`config.mk`:
```
export PLATFORM = sky130hd
export DESIGN_NAME = pipe_stage_reg
export DESIGN_NICKNAME = d
export VERILOG_FILES = /design/src/rtl/pipe_stage_reg.sv
export SDC_FILE = /design/constraint.sdc
export NUM_CORES = 1
export LEC_CHECK = 0
export ABC_AREA = 1
export CAP_MARGIN = 20
export CORE_AREA = 5 5 78 80
export CTS_CLUSTER_DIAMETER = 30
export DETAILED_ROUTE_END_ITERATION = 10
export DIE_AREA = 0 0 83 85
export GPL_ROUTABILITY_DRIVEN = 0
export PLACE_DENSITY = 0.74
export SLEW_MARGIN = 40
export SYNTH_ARGS = -nofsm -noshare
export SYNTH_HDL_FRONTEND = slang
export SYNTH_SLANG_ARGS = --single-unit
```
`constraint.sdc`:
```
create_clock -name clk -period 1.4 [get_ports clk]
set_input_delay 0.28 -clock clk [delete_from_list [all_inputs] [get_ports clk]]
set_output_delay 0.28 -clock clk [all_outputs]
set_load 0.005 [all_outputs]
```
`src/rtl/pipe_stage_reg.sv`:
```
// pipe_stage_reg
//
// Inter-stage pipeline register. It latches 1..LANES issue lanes of payload
// from one stage into the next stage. Its behaviour is set by the global
// stall vector and by the flush line.
//
// Each edge applies exactly one action, highest priority first:
//   reset   -> lanes empty (NOP_VAL), sticky 0, counter 0
//   flush   -> lanes empty, sticky 0, counter kept
//   bubble  -> upstream stalled, downstream running: lanes empty,
//              sticky held, counter + 1 (saturating)
//   advance -> upstream running: load inputs, and scrub invalid lanes
//              to NOP_VAL
//   hold    -> both stalled: everything keeps its value
// cnt_clr zeroes the bubble counter. It outranks the increment and it also
// applies during flush.
//
// Ports:
//   clk         rising-edge clock
//   rst         synchronous active-high reset
//   stall       global stall vector; bit i freezes stage i
//   flush       kills the register contents
//   cnt_clr     clears bubble_cnt
//   in_valid    per-lane valid from the upstream stage
//   in_data     lane payloads, lane 0 in the low DATA_W bits
//   in_sticky   side-channel flag
//   out_valid   registered lane valids
//   out_data    registered lane payloads
//   out_sticky  registered side-channel flag
//   bubble_cnt  saturating count of bubble cycles inserted
//
// Every output comes straight from a flop. No input has a combinational
// path to an output.
module pipe_stage_reg #(
  parameter int                 DATA_W  = 32,
  parameter int                 LANES   = 1,
  parameter int                 STALL_W = 6,
  parameter int                 STAGE   = 2,
  parameter logic [DATA_W-1:0]  NOP_VAL = '0,
  parameter int                 CNT_W   = 16
) (
  input  logic                      clk,
  input  logic                      rst,
  input  logic [STALL_W-1:0]        stall,
  input  logic                      flush,
  input  logic                      cnt_clr,
  input  logic [LANES-1:0]          in_valid,
  input  logic [LANES*DATA_W-1:0]   in_data,
  input  logic                      in_sticky,
  output logic [LANES-1:0]          out_valid,
  output logic [LANES*DATA_W-1:0]   out_data,
  output logic                      out_sticky,
  output logic [CNT_W-1:0]          bubble_cnt
);

  logic up;
  logic dn;
  logic bubble;
  logic advance;
  // Only two bits of the stall vector matter to this boundary. The other
  // bits are folded here so that they count as consumed.
  logic stall_unused;

  assign up = stall[STAGE];

  // The last stage has no downstream stage, so it can never be held by one.
  generate
    if (STAGE < STALL_W - 1) begin : g_dn
      assign dn = stall[STAGE+1];
    end else begin : g_dn_last
      assign dn = 1'b0;
    end
  endgenerate

  assign stall_unused = ^stall;

  // up=0 with dn=1 is an illegal encoding. It falls into advance here.
  assign bubble  = up & ~dn;
  assign advance = ~up;

  logic [LANES-1:0]        valid_reg;
  logic [LANES*DATA_W-1:0] data_reg;
  logic                    sticky_reg;
  logic [CNT_W-1:0]        cnt_reg;

  genvar gi;
  generate
    for (gi = 0; gi < LANES; gi++) begin : g_lane
      always_ff @(posedge clk) begin
        if (rst || flush || bubble) begin
          valid_reg[gi]                    <= 1'b0;
          data_reg[gi*DATA_W +: DATA_W]    <= NOP_VAL;
        end else if (advance) begin
          valid_reg[gi]                    <= in_valid[gi];
          // An invalid lane carries NOP_VAL, never stale upstream data.
          data_reg[gi*DATA_W +: DATA_W]    <= in_valid[gi] ? in_data[gi*DATA_W +: DATA_W]
                                                           : NOP_VAL;
        end
      end
    end
  endgenerate

  always_ff @(posedge clk) begin
    if (rst || flush) begin
      sticky_reg <= 1'b0;
    end else if (advance) begin
      sticky_reg <= in_sticky;
    end
  end

  always_ff @(posedge clk) begin
    if (rst || cnt_clr) begin
      cnt_reg <= '0;
    end else if (!flush && bubble && (cnt_reg != {CNT_W{1'b1}})) begin
      cnt_reg <= cnt_reg + 1'b1;
    end
  end

  assign out_valid  = valid_reg;
  assign out_data   = data_reg;
  assign out_sticky = sticky_reg;
  assign bubble_cnt = cnt_reg;

endmodule

```
==> results of run 1 <==
layout make-up:
class	count	area [um^2]	share of cell area (%)
clock buffer	6	82.6	2.23
clock inverter	1	30.0	0.809
inverter	16	60.1	1.62
multi-input combinational	224	1210	32.5
sequential	50	1030	27.9
tap	72	90.1	2.43
timing repair buffer	135	1210	32.5
through the flow:
step / cell area [um^2] / TNS [ns] / std cells / utilization (%) / setup slack, ns
detailed placement: 3270 / -8.22 / 479 / 61.3 / -0.232
global placement: 3270 / -7.78 / 479 / 61.3 / -0.222
finish: 3710 / 0 / 504 / 69.5 / 0.0228
CTS: 3440 / 0 / 496 / 64.5 / 0.0145
global route: 3710 / -0.356 / 504 / 69.5 / -0.0645
floorplan: 2120 / 0 / 301 / - / 0.0702
metal layers:
layer	wire length (um)	global-route usage [%]
met3	694	8.54
met4	151	5.20
met2	3350	29.4
met1	2550	18.8
met5	0	0
placed cells by master, fill, tap and decap left out, drive strengths merged:
cell type,synthesis,final
clkdlybuf4s15,0,1
nand4,4,4
dlygate4sd2,0,49
xor2,2,2
dfxtp,50,50
clkdlybuf4s50,0,39
buf,8,46
nand3,10,10
nand2,113,113
nor2b,1,1
clkbuf,3,6
bufinv,0,1
ha,1,1
a21oi,43,43
o21ai,5,5
nor3,3,3
inv,16,16
nor2,40,40
xnor2,2,2
worst reg2reg max path, cell delays in order, from the launching register on:
cell	delay [ns]
dfxtp_2	0.34
buf_4	0.11
nand2_2	0.09
buf_4	0.15
nor2_1	0.13
nand3_2	0.14
nor2_2	0.14
nand3_1	0.08
nand2_1	0.06
nor2_1	0.03
power by group:
part | internal, mW | switching, mW | leakage, nW | total, mW
registers | 1.43 | 0.00892 | 0.416 | 1.44
logic | 0.162 | 0.122 | 1.20 | 0.283
clock network | 0.572 | 0.463 | 0.0573 | 1.03
total | 2.17 | 0.593 | 1.67 | 2.76
how the worst max path moves through the flow:
stage                     cells past startpoint     startpoint              to
after CTS                                     9  bubble_cnt[0]  bubble_cnt[13]
after global routing                          9  bubble_cnt[9]  bubble_cnt[14]
after floorplan                               8  bubble_cnt[0]  bubble_cnt[14]
final                                         9  bubble_cnt[9]  bubble_cnt[14]
after global placement                        6       stall[2]   bubble_cnt[9]
after detailed placement                      6       stall[2]   bubble_cnt[9]
flip-flops by register name, summed over array words and instances (netlist names):
register	cells
out_data	32
out_sticky	1
bubble_cnt	16
out_valid	1
timing repair:
action | CTS | global route
setup endpoints to repair | 54 | 15
pin swaps | 0 | 18
buffers inserted | 10 | 9
gates resized for setup | 76 | 60
hold buffers | 0 | 0
cell families (layout without fill, tap and decap cells):
family / Yosys count / count (layout) / synth area share [%]
AOI/OAI and AO/OA: 48 / 48 / 11.3
DFF: 50 / 50 / 47.1
and+or+nand+nor: 171 / 171 / 33.9
buffers and inverters: 27 / 158 / 5.36
adders and majority gates: 1 / 1 / 0.589
xor gates and xnor gates: 4 / 4 / 1.65
==> metrics, run 1 <==
outcome finished clean; Crit path max-delay family simple AND/OR/NAND/NOR gates; most frequent cells after synthesis nand2_1, dfxtp_1, a21oi_1; post-synthesis cell type count 22; die area 7060 um^2; clk buf depth 2; hold_sp out_sticky; number of diodes 0; Mean Syn Cell Area 7.05 um^2; CTS sink count 50; top_reg_cell synth dfxtp_1; DRT iter0 DRCs 96; Slowest-stage cell, CP dfxtp_2; synth top area cells dfxtp_1, nand2_1, a21oi_1; synthesized cell area 2120 um^2; Arr. time, crit path 1.57 ns; Worst-Skew Late Latency 0.30 ns; DR vias 2414; layout cell share with drive strength beyond 1 slightly below 30%; Post-Syn Instances between 300 and 400; Post-DRT Antenna Nets 0; clk_skew 0.00856 ns; Setup Crit Path Kind flip-flop to flip-flop; most common cell in the netlist nand2_1; crit path launch type flip-flop; DRT Pass-1 Iters 4; Cell Chain, Critical Path buf_4 -> nand2_2 -> buf_4 -> nor2_1 -> nand3_2 -> nor2_2 -> nand3_1 -> nand2_1 -> nor2_1; post-synth top area share 47.1%; CP max stage delay 0.34 ns; Fmax approximately 730 MHz; worst-case reg-to-reg path depth 9; Setup crit end kind flip-flop; Synthesis Warnings 0; TritonCTS buffer count 5; wire per inst roughly 13 um; Bufs and invs on worst path 2; All-Layer GR Usage 17.2%; I/O Pins 94; fin crit period 1.38 ns; clk slew on worst S/H paths 0.09 ns; Die W 83 um; post-synthesis register bit count 50; Synth Net Count 346; Hold Path End out_sticky; post-detail-place hpwl 4.47 mm; die height 85 um; Slew Viols, Final 0; Max VDD drop 0.826 mV; Post-synth EDFFs 0; Final Net Count roughly 480; initial antenna violation count 0; Root Driver clkbuf_8; Leak Pwr 1.67 nW; WHS Path Cells 2; H-Tree Depth 2; area leader, netlist dfxtp_1; core region area 5340 um^2; asr flop ratio synth 0%; Avg Vias per Cell roughly 4.8; final hold vios 0; number of global-route vias before repair 2255; area grow syn2layout 74.8%; RSZ-0062 raised after global routing yes; Overall Power ~2.8 mW; Reg-to-Reg Start bubble_cnt[9]; crit path max fanout 3; final setup vio count 0; Max Cap Viol 0; Hold Path Class flip-flop to flip-flop; final hold slack 0.442 ns; PD cells 744 nW/um^2; wirelength, routed 6.74 mm; Row Count 27; number of port buffers between 80 and 90; Initial Utilization between 30 and 40%; first-pass GRT wire length 10.1 mm; gr ovfl total 0; # DRC 0; data required time of the critical path 1.59 ns; FF-to-FF End bubble_cnt[14]; fillers roughly 450; largest net degree at the start of global routing 34; Worst slew margin 83.2%; fin crit share 98.4%; setup slack, reg-to-reg 0.02 ns; CTS tree done; Worst-Margin Slew 0.252 ns; Seq/Total Area, Yosys ~47%
Note: power is estimated with default switching activity, not from simulation.
==> run 2, diff against run 1 <==
- CORE_AREA: 5 5 78 80 -> 2 2 75 77
- DIE_AREA: 0 0 83 85 -> 0 0 77 79
==> run 2 against run 1 <==
Net effect:
- wire length is 7.8% lower
- count of clock-buffer cells in the layout unchanged
- clock skew down 0.0035 ns
- largest power group unchanged
==> metrics, run 2 (same netlist as run 1, synthesis figures left out) <==
fin crit period between 1 and 1.5 ns; Worst-Skew Late Latency about 0.3 ns; post-detail-place hpwl 4.18 mm; Cell Chain, Critical Path buf_4 -> nand2_4 -> inv_2 -> nand2_2 -> nor2_4 -> nand2_4 -> buf_6 -> a21oi_2 -> nor2_1; # DRC 0; initial antenna violation count 0; Root Driver clkbuf_8; Initial Utilization around two fifths; Die W 77 um; data required time of the critical path 1.60 ns; wirelength, routed 6.22 mm; Hold Path Class flip-flop to flip-flop; number of global-route vias before repair 2204; DRT iter0 DRCs 124; RSZ-0062 raised after global routing yes; CTS sink count 50; wire per inst 12.5 um; Slowest-stage cell, CP dfxtp_4; number of port buffers 89; final core occ 67.8%; first-pass GRT wire length between 9 and 10 mm; CP max stage delay around 0.36 ns; Setup WS post-layout 0.00995 ns; max FFs per register 32; CTS tree done; Row Count 27; Slew Viols, Final 0; clk_skew between 0.005 and 0.006 ns; Worst-Margin Slew 0.210 ns; clk buf depth 2; Setup crit end kind flip-flop; outcome finished clean; gr ovfl total 0; Max VDD drop 0.756 mV; PD cells 704 nW/um^2; TritonCTS buffer count 5; commonest cells after routing, fill and taps aside nand2_1, dlygate4sd2_1, a21oi_1, clkdlybuf4s50_1, buf_4; Avg Vias per Cell about 4.8; Post-DRT Antenna Nets 0; largest net degree at the start of global routing 34; Leak Pwr 1.64 nW; H-Tree Depth 2; core region area 5340 um^2; most common cell after layout, fill and taps aside nand2_1; Arr. time, crit path 1.59 ns; number of diodes 0; fin crit share 99.3%; Fmax 719 MHz; Most common cell on crit path nand2_4; Worst slew margin 86.0%; Final Net Count 471; clk slew on worst S/H paths 0.09 ns; All-Layer GR Usage 19.6%; die area 6080 um^2; fillers 472; final setup vio count 0; layout cell share with drive strength beyond 1 between 20% and 30%; DRT Pass-1 Iters 4; crit path launch type flip-flop; Setup Crit Path Kind flip-flop to flip-flop; area grow syn2layout 70.5%; die height a little under 80 um; Setup Slack @ Placement -0.249 ns; crit path max fanout 5; I/O Pins 94; Max Cap Viol 0; DR vias 2371; final hold vios 0
[run 2: cell types whose count changed in the layout (fill, tap and decap cells not counted), sizes merged]
cell,change
bufinv,-1
clkdlybuf4s50,-1
clkdlybuf4s15,-1
buf,-6
dlygate4sd2,+1
dlymetal6s2s,+1
clkinv,+2
[run 2: power by group]
| part | switching [mW] | internal (mW) | leakage [nW] | total, mW |
|---|---|---|---|---|
| Clock | 0.467 | 0.353 | 0.0452 | 0.821 |
| Sequential | 0.00915 | 1.43 | 0.421 | 1.44 |
| Combinational | 0.122 | 0.166 | 1.17 | 0.288 |
[run 2: worst max-delay path: cells and delay by family, from the launching register on]
kind | cells | cell delay (ns)
DFF | 1 | 0.36
and+or+nand+nor | 5 | 0.49
AOI/OAI and AO/OA | 1 | 0.11
buffers and inverters | 3 | 0.32
[run 2: path summary, 6_finish.rpt]
| check | from | to | slack, ns | depth (start not counted) |
|---|---|---|---|---|
| setup / recovery | bubble_cnt[5] | bubble_cnt[7] | 0.01 | 9 |
| hold / removal | out_sticky | out_sticky | 0.45 | 2 |
| setup reg to reg | bubble_cnt[5] | bubble_cnt[7] | 0.01 | 9 |
| hold reg to reg | out_sticky | out_sticky | 0.45 | 2 |
[run 2: what timing repair did]
item	4_1_cts	5_1_grt
buffers inserted	10	5
hold buffers	0	0
resized for setup	88	46
pin swaps	2	17
setup endpoints to repair	53	14
[run 2: layout make-up]
class                           instances  area (um^2)  share of cell area, %
Timing Repair Buffer                  129         1170                   32.3
Multi-Input combinational cell        224         1160                   32.1
Sequential cell                        50         1050                   29.1
Tap cell                               72         90.1                   2.49
Clock buffer                            6         72.6                   2.00
Inverter                               16         60.1                   1.66
Clock inverter                          2         13.8                  0.380
[run 2: routing by layer]
metal  share of wire (%)  track usage (%)  up-vias
met5                   0                0        -
met4                 1.3             5.18        0
met3                 8.3             8.07       10
met2                  49             33.3       74
met1                  41             22.9     1082
li1                    -                -     1205
[run 2: metrics by stage]
stage          cell area (um^2)  instances  setup TNS [ns]  hold WS [ns]  total power, mW
6_report                   3620        499               0         0.449             2.55
5_1_grt                    3620        499          -0.495         0.479             2.66
4_1_cts                    3430        496               0         0.452             2.57
3_5_place_dp               3280        478           -6.91         0.442             1.78
3_3_place_gp               3280        478           -5.90         0.435             1.77
2_1_floorplan              2120        301               0         0.423             1.58
